==> config.mk <==
export PLATFORM = sky130hd
export DESIGN_NAME = player_hit_judge
export DESIGN_NICKNAME = d
export VERILOG_FILES = /design/src/rtl/plane_pkg.sv /design/src/rtl/rect_overlap.sv /design/src/rtl/player_hit_judge.sv
export SDC_FILE = /design/constraint.sdc
export NUM_CORES = 1
export LEC_CHECK = 0
export ABC_AREA = 1
export ABC_CLOCK_PERIOD_IN_PS = 1950
export CORE_UTILIZATION = 32
export DETAILED_ROUTE_END_ITERATION = 10
export PLACE_DENSITY_LB_ADDON = 0.08
export SKIP_CTS_REPAIR_TIMING = 1
export SLEW_MARGIN = 20
export SYNTH_ARGS = -nofsm -noshare
export SYNTH_HDL_FRONTEND = slang
export SYNTH_SLANG_ARGS = --single-unit
==> constraint.sdc <==
create_clock -name clk -period 1.95 [get_ports clk]
set_input_delay 0.195 -clock clk [delete_from_list [all_inputs] [get_ports clk]]
set_output_delay 0.195 -clock clk [all_outputs]
set_load 0.05 [all_outputs]
==> src/rtl/plane_pkg.sv <==
// Shared sprite geometry and player-judge state encoding.
package plane_pkg;

    localparam int unsigned COORD_W  = 10;
    localparam int unsigned PLANE_W  = 50;
    localparam int unsigned PLANE_H  = 50;
    localparam int unsigned BULLET_W = 10;
    localparam int unsigned BULLET_H = 10;

    typedef enum logic [1:0] {
        ST_ALIVE  = 2'd0,
        ST_INVULN = 2'd1,
        ST_DEAD   = 2'd2
    } judge_state_t;

endpackage

==> src/rtl/rect_overlap.sv <==
// Combinational axis-aligned box overlap test with half-open edges.
//   a_x/a_y : top-left of box A (size A_W x A_H)
//   b_x/b_y : top-left of box B (size B_W x B_H)
//   hit     : 1 when the boxes share at least one pixel
module rect_overlap
    import plane_pkg::*;
#(
    parameter int unsigned A_W = 50,
    parameter int unsigned A_H = 50,
    parameter int unsigned B_W = 10,
    parameter int unsigned B_H = 10
) (
    input  logic [COORD_W-1:0] a_x,
    input  logic [COORD_W-1:0] a_y,
    input  logic [COORD_W-1:0] b_x,
    input  logic [COORD_W-1:0] b_y,
    output logic               hit
);

    // One extra bit so coordinate + size never wraps.
    localparam int unsigned CW = COORD_W + 1;

    logic ov_x;
    logic ov_y;

    assign ov_x = (CW'(b_x) + CW'(B_W) > CW'(a_x)) && (CW'(b_x) < CW'(a_x) + CW'(A_W));
    assign ov_y = (CW'(b_y) + CW'(B_H) > CW'(a_y)) && (CW'(b_y) < CW'(a_y) + CW'(A_H));
    assign hit  = ov_x && ov_y;

endmodule

==> src/rtl/player_hit_judge.sv <==
// Enemy-bullet vs player collision judge with lives, invulnerability
// window and blink flag for the sprite mux.
//   clk, rst       : clock, asynchronous active-high reset
//   pp_x, pp_y     : player plane top-left
//   eb_x, eb_y     : enemy bullet top-left, eb_valid marks it present
//   restart        : reload lives and return to ALIVE
//   eb_consume     : pulse, bullet owner clears its bullet
//   hit_pulse      : pulse per damaging hit
//   lives          : remaining lives
//   invuln, blink  : invulnerability window and sprite-visible flag
//   game_over      : high while DEAD
module player_hit_judge
    import plane_pkg::*;
#(
    parameter int unsigned PLANE_W       = plane_pkg::PLANE_W,
    parameter int unsigned PLANE_H       = plane_pkg::PLANE_H,
    parameter int unsigned BULLET_W      = plane_pkg::BULLET_W,
    parameter int unsigned BULLET_H      = plane_pkg::BULLET_H,
    parameter int unsigned INIT_LIVES    = 3,
    parameter int unsigned INVULN_CYCLES = 750000,
    parameter int unsigned BLINK_HALF    = 62500
) (
    input  logic               clk,
    input  logic               rst,
    input  logic [COORD_W-1:0] pp_x,
    input  logic [COORD_W-1:0] pp_y,
    input  logic [COORD_W-1:0] eb_x,
    input  logic [COORD_W-1:0] eb_y,
    input  logic               eb_valid,
    input  logic               restart,
    output logic               eb_consume,
    output logic               hit_pulse,
    output logic [2:0]         lives,
    output logic               invuln,
    output logic               blink,
    output logic               game_over
);

    localparam int unsigned INV_CNT_W   = 20;
    localparam int unsigned BLINK_CNT_W = 17;
    localparam logic [INV_CNT_W-1:0]   INV_LAST   = INV_CNT_W'(INVULN_CYCLES - 1);
    localparam logic [BLINK_CNT_W-1:0] BLINK_LAST = BLINK_CNT_W'(BLINK_HALF - 1);
    localparam logic [2:0]             LIVES_INIT = 3'(INIT_LIVES);

    judge_state_t           state;
    logic [INV_CNT_W-1:0]   inv_cnt;
    logic [BLINK_CNT_W-1:0] blink_cnt;
    logic                   box_hit;
    logic                   overlap;

    rect_overlap #(
        .A_W (PLANE_W),
        .A_H (PLANE_H),
        .B_W (BULLET_W),
        .B_H (BULLET_H)
    ) u_overlap (
        .a_x (pp_x),
        .a_y (pp_y),
        .b_x (eb_x),
        .b_y (eb_y),
        .hit (box_hit)
    );

    assign overlap = eb_valid && box_hit;

    // Judge FSM; invuln/game_over are registered alongside the state.
    always_ff @(posedge clk or posedge rst) begin
        if (rst) begin
            state      <= ST_ALIVE;
            lives      <= LIVES_INIT;
            inv_cnt    <= '0;
            blink_cnt  <= '0;
            blink      <= 1'b1;
            invuln     <= 1'b0;
            game_over  <= 1'b0;
            eb_consume <= 1'b0;
            hit_pulse  <= 1'b0;
        end else begin
            eb_consume <= 1'b0;
            hit_pulse  <= 1'b0;
            if (restart) begin
                // Restart wins over any same-cycle overlap.
                state     <= ST_ALIVE;
                lives     <= LIVES_INIT;
                inv_cnt   <= '0;
                blink_cnt <= '0;
                blink     <= 1'b1;
                invuln    <= 1'b0;
                game_over <= 1'b0;
            end else begin
                case (state)
                    ST_ALIVE: begin
                        if (overlap && (lives != 3'd0)) begin
                            eb_consume <= 1'b1;
                            hit_pulse  <= 1'b1;
                            lives      <= lives - 3'd1;
                            if (lives == 3'd1) begin
                                state     <= ST_DEAD;
                                game_over <= 1'b1;
                            end else begin
                                state     <= ST_INVULN;
                                invuln    <= 1'b1;
                                inv_cnt   <= '0;
                                blink_cnt <= '0;
                                blink     <= 1'b0;
                            end
                        end
                    end
                    ST_INVULN: begin
                        if (inv_cnt == INV_LAST) begin
                            state     <= ST_ALIVE;
                            invuln    <= 1'b0;
                            inv_cnt   <= '0;
                            blink_cnt <= '0;
                            blink     <= 1'b1;
                        end else begin
                            inv_cnt <= inv_cnt + INV_CNT_W'(1);
                            if (blink_cnt == BLINK_LAST) begin
                                blink_cnt <= '0;
                                blink     <= ~blink;
                            end else begin
                                blink_cnt <= blink_cnt + BLINK_CNT_W'(1);
                            end
                        end
                    end
                    ST_DEAD: begin
                        lives <= 3'd0;
                    end
                    default: begin
                        state <= ST_ALIVE;
                    end
                endcase
            end
        end
    end

endmodule

==> flow_summary.json <==
{
  "grt_usage": 0.1711,
  "highest_layer": "met4",
  "yosys_warnings": 0,
  "wl_met2_mm": 5.462,
  "crit_slowest_cell": "ha_1",
  "nets": 903,
  "pre_cts_slack_ps": -1190,
  "path_clk_slew_ps": 70,
  "portBuffers": 51,
  "seq_power_share": 0.264,
  "synth-adder-area-share": 0.1369,
  "cp_top_family": "simple AND/OR/NAND/NOR gates",
  "slew_headroom": 0.6412,
  "overflow": 0,
  "synth_edf_count": 0,
  "coreArea_mm2": 0.01288,
  "place_hpwl_mm": 8.934,
  "fin_ws_ps": -398.9,
  "syn_avg_cell_area_um2": 6.807,
  "final_cell_mix": "nand2_1, buf_4, inv_1",
  "cts_tree": "yes",
  "dr.first_iter.drc_count": 189,
  "htreeDepth": 2,
  "synth_simple_gate_area_share": 0.3542,
  "report.power.total_mw": 4.380,
  "finalInstanceArea_mm2": 0.006530,
  "cp.required_ps": 2130,
  "crit_fanout": 9,
  "clock-skew-final_ps": 6.543,
  "synth_top_family_by_area": "simple AND/OR/NAND/NOR gates",
  "totalWireLength_mm": 11.76,
  "antenna-diode-count": 0,
  "hold_viol_final": 0,
  "synth-main-ff-cell": "dfrtp_1",
  "status": "finished, violations left",
  "clkPwrFrac": 0.226,
  "drt_pass1_iterations": 4,
  "grt_pass1_vias": 4528,
  "p_int_mw": 2.668,
  "p_comb_frac": 0.510,
  "finalSetupViolCount": 46,
  "drive_gt1_frac": 0.2841,
  "cts_buffers": 5,
  "p_sw_frac": 0.3908,
  "peakVddDrop_mv": 0.4204,
  "rsz0062_at_grt": "true",
  "clock.fmax_mhz": 425.7,
  "synthXorXnorAreaFrac": 0.06729,
  "yosysSeqAreaShare": 0.2689,
  "path_cells": "buf_8, ha_4, o21ai_4, nor2_1, inv_1, nor2_2, buf_4, xor2_2, ha_1, nand2_1, nor2_2, nand4_1, nor3_1, nor2_1, nand2_1, nor2_2, nand2_2, nand2_4, nand3_4, clkbuf_16, nand2_1, nand2_1",
  "ys_async_sr_fraction": 1.000,
  "die_area_mm2": 0.01389,
  "synth_compound_area_frac": 0.08156,
  "die_h_um": 117.9,
  "finalNonFillerCells": 985,
  "synth_fp_nets": 722,
  "pin_count": 52,
  "area_growth_pct": 52.02,
  "postPlaceCellArea_mm2": 0.005926,
  "antenna_found_initial": 0,
  "crit_path_max_incr_delay_ps": 290,
  "row_count": 41,
  "dieWidth_um": 117.9,
  "slew_viol_final": 0,
  "path_buf_inv": 4,
  "worstPathArrival_ps": 2530,
  "cts_sinks": 46,
  "min_period_over_period": 1.205,
  "place_inst": 968,
  "wl_met3_um": 303,
  "cts_buffer_depth": 2,
  "clk_latency_ps": 290,
  "leakagePower_nw": 3.522,
  "initial_core_util": 0.3336,
  "cap_viol_max_count": 0,
  "tightest_slew_ps": 537.6,
  "drc_errors": 0,
  "synth_mux_area_frac": 0,
  "drtAntennaViolNets": 0,
  "failed_checks": "negative setup slack",
  "vias": 4564,
  "min_period_ps": 2349,
  "cts_root_buf": "clkbuf_16",
  "power_density_mw_per_mm2": 670.7,
  "endpoint_kind": "register",
  "wire_per_inst_um": 11.94,
  "p_sw_mw": 1.712,
  "hold_class": "in -> async",
  "drt-vias-per-instance": 4.634,
  "critPathKind": "in -> reg",
  "grt_pass1_wl_mm": 20.15,
  "postLayoutCoreUtil": 0.5071,
  "layout_commonest_cell": "nand2_1",
  "netlist_area_mm2": 0.004295,
  "grt_max_degree": 38,
  "cpMostUsedCell": "nand2_1",
  "synth_cell_type_count": 35,
  "wl_met1_mm": 5.897,
  "ys_seq_elements": 46,
  "gp_congestion": 0.8030,
  "cp-start-kind": "input port",
  "synthCells": 631
}
[power by group through the flow]
stage	combinational (mW)	clock [mW]	sequential, mW
floorplan	0.903	0	1.35
global placement	1.78	0	1.17
detailed placement	1.80	0	1.17
CTS	1.81	1.02	1.15
global route	2.48	1.05	1.17
finish	2.23	0.990	1.16
[worst paths after layout]
check	startpoint	cells after the start	end	slack, ps
worst max-delay path	eb_x[2]	22	blink_cnt[16]	-400
worst min-delay path	rst	2	inv_cnt[13]	220
worst max register to register	inv_cnt[1]	12	inv_cnt[16]	-20
worst min register to register	inv_cnt[5]	2	inv_cnt[5]	480
max in group asynchronous	rst	3	lives[1]	1140
min in group clk	inv_cnt[5]	2	inv_cnt[5]	480
[cell families after synthesis]
family | count (synthesis)
AOI/OAI and AO/OA | 63
xor gates and xnor gates | 33
adders and majority gates | 47
buffers and inverters | 97
DFF | 46
and+or+nand+nor | 345
[worst reg2reg max path: stages (launching register included)]
cell	delay (ps)
dfrtp_1	350
ha_1	190
nand3_1	110
inv_1	110
nand2_1	80
nor2_1	130
nand2_1	90
nor2_1	200
nand2_1	140
nor3_1	220
a21oi_1	100
o21ai_0	80
nand2_1	70
[through the flow]
| stage | TNS, ps | hold WS [ps] |
|---|---|---|
| 3_5_place_dp | -52960 | 465.3 |
| 3_3_place_gp | -51460 | 457.5 |
| 5_1_grt | -26340 | 282.8 |
| 6_report | -15760 | 224.7 |
| 4_1_cts | -39070 | 244.6 |
| 2_1_floorplan | -11010 | 358.6 |
[synth_stat cells (4+ instances only)]
library cell	n	area, um^2
a21oi_1	23	115.1
dfrtp_1	43	1076
ha_1	47	588.1
inv_1	87	326.6
nand2_1	189	709.4
nand3_1	39	195.2
nand3b_1	4	30.03
nand4_1	25	156.4
nor2_1	57	214.0
nor3_1	9	45.04
nor3_2	4	40.04
nor4_1	8	50.05
o21ai_0	27	135.1
or2_2	5	31.28
xnor2_1	12	105.1
xor2_1	21	183.9
[state kept, by name, summed over array words and instances, names as in the netlist]
signal	count
blink	1
blink_cnt	17
game_over	1
hit_pulse	1
inv_cnt	20
invuln	1
lives	3
state	2
[cell type report]
type                       count  area, um^2
inverter                      90       337.8
clock buffer                   6       128.9
tap                          172       215.2
timing repair buffer         181        1590
multi-input combinational    488        3065
clock inverter                 2       37.54
fill                        1274        6346
sequential                    46        1155
[metal layers]
layer | up-vias | global-route usage
met3 | 11 | 0.02326
met1 | 2080 | 0.2328
met2 | 53 | 0.2890
li1 | 2420 | -
met4 | 0 | 0.03205
met5 | - | 0
Power figures use the tool's default switching activity.
==> RTL change 1: new RTL, same flow settings <==
The localparam `INV_CNT_W` goes from 20 to 30.
--- a/src/rtl/player_hit_judge.sv
+++ b/src/rtl/player_hit_judge.sv
@@ -38,3 +38,3 @@
 
-    localparam int unsigned INV_CNT_W   = 20;
+    localparam int unsigned INV_CNT_W   = 30;
     localparam int unsigned BLINK_CNT_W = 17;
Check against the original RTL: same outputs for any inputs over 10 cycles, from zero or initial values and one cycle with rst high; that may be too few to reach the edited logic, so the function may still have changed.
==> RTL change 1 against the unedited design <==
- the run still ends with setup timing left
- combinational power rose by 17%
- synthesized cell count grew 22%
- sequential cell count rose by 10
- routed wire length grew 21%
- area after synthesis up 17%
- die area is 17% higher
- non-clock buffer count increased by 3
- final cell count grew 18%
- setup slack worse by 0.10 ns
- total power up 12%
- cell area is 13% higher
- first-iteration DRC count is 10% higher
- critical path type unchanged
- highest routed layer unchanged
==> RTL change 1: results (changes against the unedited design) <==
- Status: finished with violations (unchanged).
- Violations in the final reports: setup timing (unchanged).
- The synthesized netlist net count is 862 (was 722).
- The aggregate negative setup slack came to -24.57 ns (was -15.76 ns).
- The start point of the critical path is eb_y[8] (was eb_x[2]).
- The number of fillers in the final layout is 1598 (was 1274).
- The global router's overall resource usage is 17.07% (was 17.11%).
- The share of total power consumed by net switching is 40.90% (was 39.08%).
- The worst setup slack after placement is -1.230 ns (was -1.190 ns).
- The power drawn by the combinational cells is 2.62 mW (was 2.23 mW).
- The total power consumption of the routed design is 4.885 mW (was 4.380 mW).
- The clock power share is 18.7% (was 22.6%).
- The post-detailed-placement cell area is 6706 µm² (was 5926 µm²).
- The power density relative to cell area was 659.4 nW/µm² (was 670.7 nW/µm²).
- The via count of the first global-routing pass came to 5115 (was 4528).
- The number of different library cells in the post-synthesis netlist is 36 (was 35).
- The number of non-filler instances in the completed layout is 1161 (was 985).
- The final worst setup slack was -0.5034 ns (was -0.3989 ns).
- The post-DP HPWL is 10520 µm (was 8934 µm).
- The number of cells traversed by the worst register-to-register path is 13 (was 12).
- The peak ir drop on the vdd network is 0.0007454 V (was 0.0004204 V).
- The wire length of the first global-routing pass is 22990 µm (was 20150 µm).
- The global placement routability congestion is 0.8149 (was 0.8030).
- The final layout net count is 1040 (was 903).
- The clock skew is 0.007944 ns (was 0.006543 ns).
- The fraction of final layout cells sized beyond drive strength 1 is 27.68% (was 28.41%).
- The DRC marker count from the first detailed-route iteration is 208 (was 189).
- The arrival time of the worst setup path is 2.64 ns (was 2.53 ns).
- The worst reg2reg path endpoint is blink_cnt[14]$_DFFE_PP0P_ (was inv_cnt[16]$_DFFE_PP0P_).
- The final setup violation count is 56 (was 46).
- The actual transition at the worst max-transition pin is 0.5440 ns (was 0.5376 ns).
[RTL change 1: cells by family (layout without fill, tap and decap cells)]
| logic type | after synthesis | after routing | synth area share, % |
|---|---|---|---|
| flops | 56 | 56 | 27.85 |
| simple gates | 448 | 448 | 38.19 |
| buf+inv | 124 | 303 | 9.995 |
| compound gates | 67 | 67 | 7.267 |
| fa+ha+maj | 47 | 47 | 11.66 |
| xor+xnor | 29 | 29 | 5.035 |
[RTL change 1: metal layers]
metal | share of wire, % | track usage, % | vias up
met4 | 0.41 | 1.891 | 0
li1 | - | - | 2822
met2 | 49 | 30.22 | 67
met5 | 0 | 0 | -
met3 | 2.4 | 1.759 | 6
met1 | 48 | 23.03 | 2458
[RTL change 1: layout make-up]
cell class | count | area share (%)
multi-input combinational | 591 | 47.19
timing repair buffer | 184 | 22.75
sequential | 56 | 18.97
inverter | 111 | 5.624
tap | 211 | 3.564
clock buffer | 6 | 1.740
clock inverter | 2 | 0.1689
==> RTL change 2: new RTL, same settings <==
Made on the original files. Add an input register stage for `pp_x`, `pp_y`, `eb_x`, `eb_y`, `eb_valid` and `restart`; this delays them by one clock.
--- a/src/rtl/player_hit_judge.sv
+++ b/src/rtl/player_hit_judge.sv
@@ -44,2 +44,18 @@
 
+    logic [COORD_W-1:0] pp_x_q;
+    logic [COORD_W-1:0] pp_y_q;
+    logic [COORD_W-1:0] eb_x_q;
+    logic [COORD_W-1:0] eb_y_q;
+    logic eb_valid_q;
+    logic restart_q;
+
+    always_ff @(posedge clk) begin
+        pp_x_q     <= pp_x;
+        pp_y_q     <= pp_y;
+        eb_x_q     <= eb_x;
+        eb_y_q     <= eb_y;
+        eb_valid_q <= eb_valid;
+        restart_q  <= restart;
+    end
+
     judge_state_t           state;
@@ -56,6 +72,6 @@
     ) u_overlap (
-        .a_x (pp_x),
-        .a_y (pp_y),
-        .b_x (eb_x),
-        .b_y (eb_y),
+        .a_x (pp_x_q),
+        .a_y (pp_y_q),
+        .b_x (eb_x_q),
+        .b_y (eb_y_q),
         .hit (box_hit)
@@ -63,3 +79,3 @@
 
-    assign overlap = eb_valid && box_hit;
+    assign overlap = eb_valid_q && box_hit;
 
@@ -80,3 +96,3 @@
             hit_pulse  <= 1'b0;
-            if (restart) begin
+            if (restart_q) begin
                 // Restart wins over any same-cycle overlap.
Formal check against the unedited RTL: not equivalent (a bounded check fails within 4 cycles, from zero or initial values and one cycle with rst high).
==> RTL change 2 against the unedited design <==
- total power grew 38%
- area after synthesis grew 19%
- highest routed layer unchanged
- utilization shrank 3.9 points
- non-clock buffer count shrank 36
- the run still ends with setup timing left
- largest cell class unchanged
- die area grew 18%
- routed wire length grew 10%
- setup slack lost 0.33 ns
- critical endpoint is now blink_cnt[13]$_DFFE_PP0P_
- synthesized cell count grew 5.9%
- sequential cell count grew 42
- first-iteration DRC count grew 38%
- cell area grew 10%
- register-to-register slack lost 0.71 ns
==> RTL change 2: results (changes against the unedited design) <==
- The insertion delay of the later-clocked pin in the worst-skew pair is 0.35 ns (was 0.29 ns).
- The fraction of registers with async set/reset is 52.27% (was 100.0%).
- The number of fillers in the final layout is 1488 (was 1274).
- The flip-flop and latch share of the layout cell area is 27.95% (was 17.69%).
- The relative area of non-clock buffer cells in the final design came to 18.12% (was 24.35%).
- The final layout net count is 907 (was 903).
- Top cell types by occurrence after synthesis: nand2_1, inv_1, nor2_1 (unchanged).
- Violations in the final reports: setup timing (unchanged).
- Leading cell types by total area after synthesis: dfrtp_1, dfxtp_1, nand2_1 (was dfrtp_1, nand2_1, ha_1).
- The area taken by multi-input logic gates was 2988 µm² (was 3065 µm²).
- The final setup violation count came to 46 (unchanged).
- The arrival time of the worst setup path came to 2.92 ns (was 2.53 ns).
- The post-DP HPWL came to 9355 µm (was 8934 µm).
- The slack of the worst reg-to-reg path is -0.73 ns (was -0.02 ns).
- The proportion of synthesized chip area in sequential cells is 39.11% (was 26.89%).
- The post-detailed-placement cell area is 6531 µm² (was 5926 µm²).
- The synthesized netlist net count is 759 (was 722).
- The fraction of area in clock buffers and inverters is 4.038% (was 2.548%).
- The clock buffer count from CTS is 9 (was 5).
- The actual transition at the worst max-transition pin is 0.5377 ns (was 0.5376 ns).
- Status: finished with violations (unchanged).
- The inverter count is 89 (was 90).
- The multi-input combinational cell count was 483 (was 488).
- The worst setup slack after placement is -0.7433 ns (was -1.190 ns).
- The DRC marker count from the first detailed-route iteration came to 261 (was 189).
- The static power due to leakage is 3.631 nW (was 3.522 nW).
- The global routing usage on met2 is 25.82% (was 28.90%).
- The met1 track demand over resource is 21.11% (was 23.28%).
- The global router's overall resource usage was 16.17% (was 17.11%).
- The post-synthesis cell count is 668 (was 631).
- The total clock sinks is 88 (was 46).
- The via count of the first global-routing pass is 4502 (was 4528).
- The wire length of the first global-routing pass is 20910 µm (was 20150 µm).
- The number of levels in the clock H-tree is 3 (was 2).
- The final worst setup slack is -0.7280 ns (was -0.3989 ns).
- The fraction of the core area covered by cells at the end of the flow was 46.76% (was 50.71%).
- The number of cells traversed by the worst register-to-register path was 21 (was 12).
- The clock skew came to 0.005176 ns (was 0.006543 ns).
- The via count is 4751 (was 4564).
==> RTL change 2: cells by family after synthesis <==
logic type / Yosys count / synth area share [%]
adders and majority gates: 47 / 11.53
AOI/OAI and AO/OA: 60 / 6.523
buffers and inverters: 97 / 7.651
and+or+nand+nor: 342 / 29.35
DFF: 88 / 39.11
xor gates and xnor gates: 34 / 5.836
==> RTL change 2: per-stage QoR <==
step                hold slack, ns  TNS [ns]
detailed placement          0.4712    -32.68
CTS                         0.1295    -33.56
global placement            0.4549    -32.38
finish                      0.1342    -31.35
floorplan                   0.2227    -17.80
global route                0.1605    -40.66
==> RTL change 2: metal layers <==
layer | vias to the layer above | part of all wire, %
met5 | - | 0
met4 | 0 | 1.4
met3 | 17 | 4.4
met2 | 75 | 47
met1 | 2200 | 47
li1 | 2459 | -
==> RTL change 2: where the power goes <==
group | total (mW) | internal (mW) | switching (mW)
registers | 2.09 | 1.98 | 0.115
clock network | 1.75 | 0.993 | 0.761
logic | 2.20 | 0.980 | 1.22
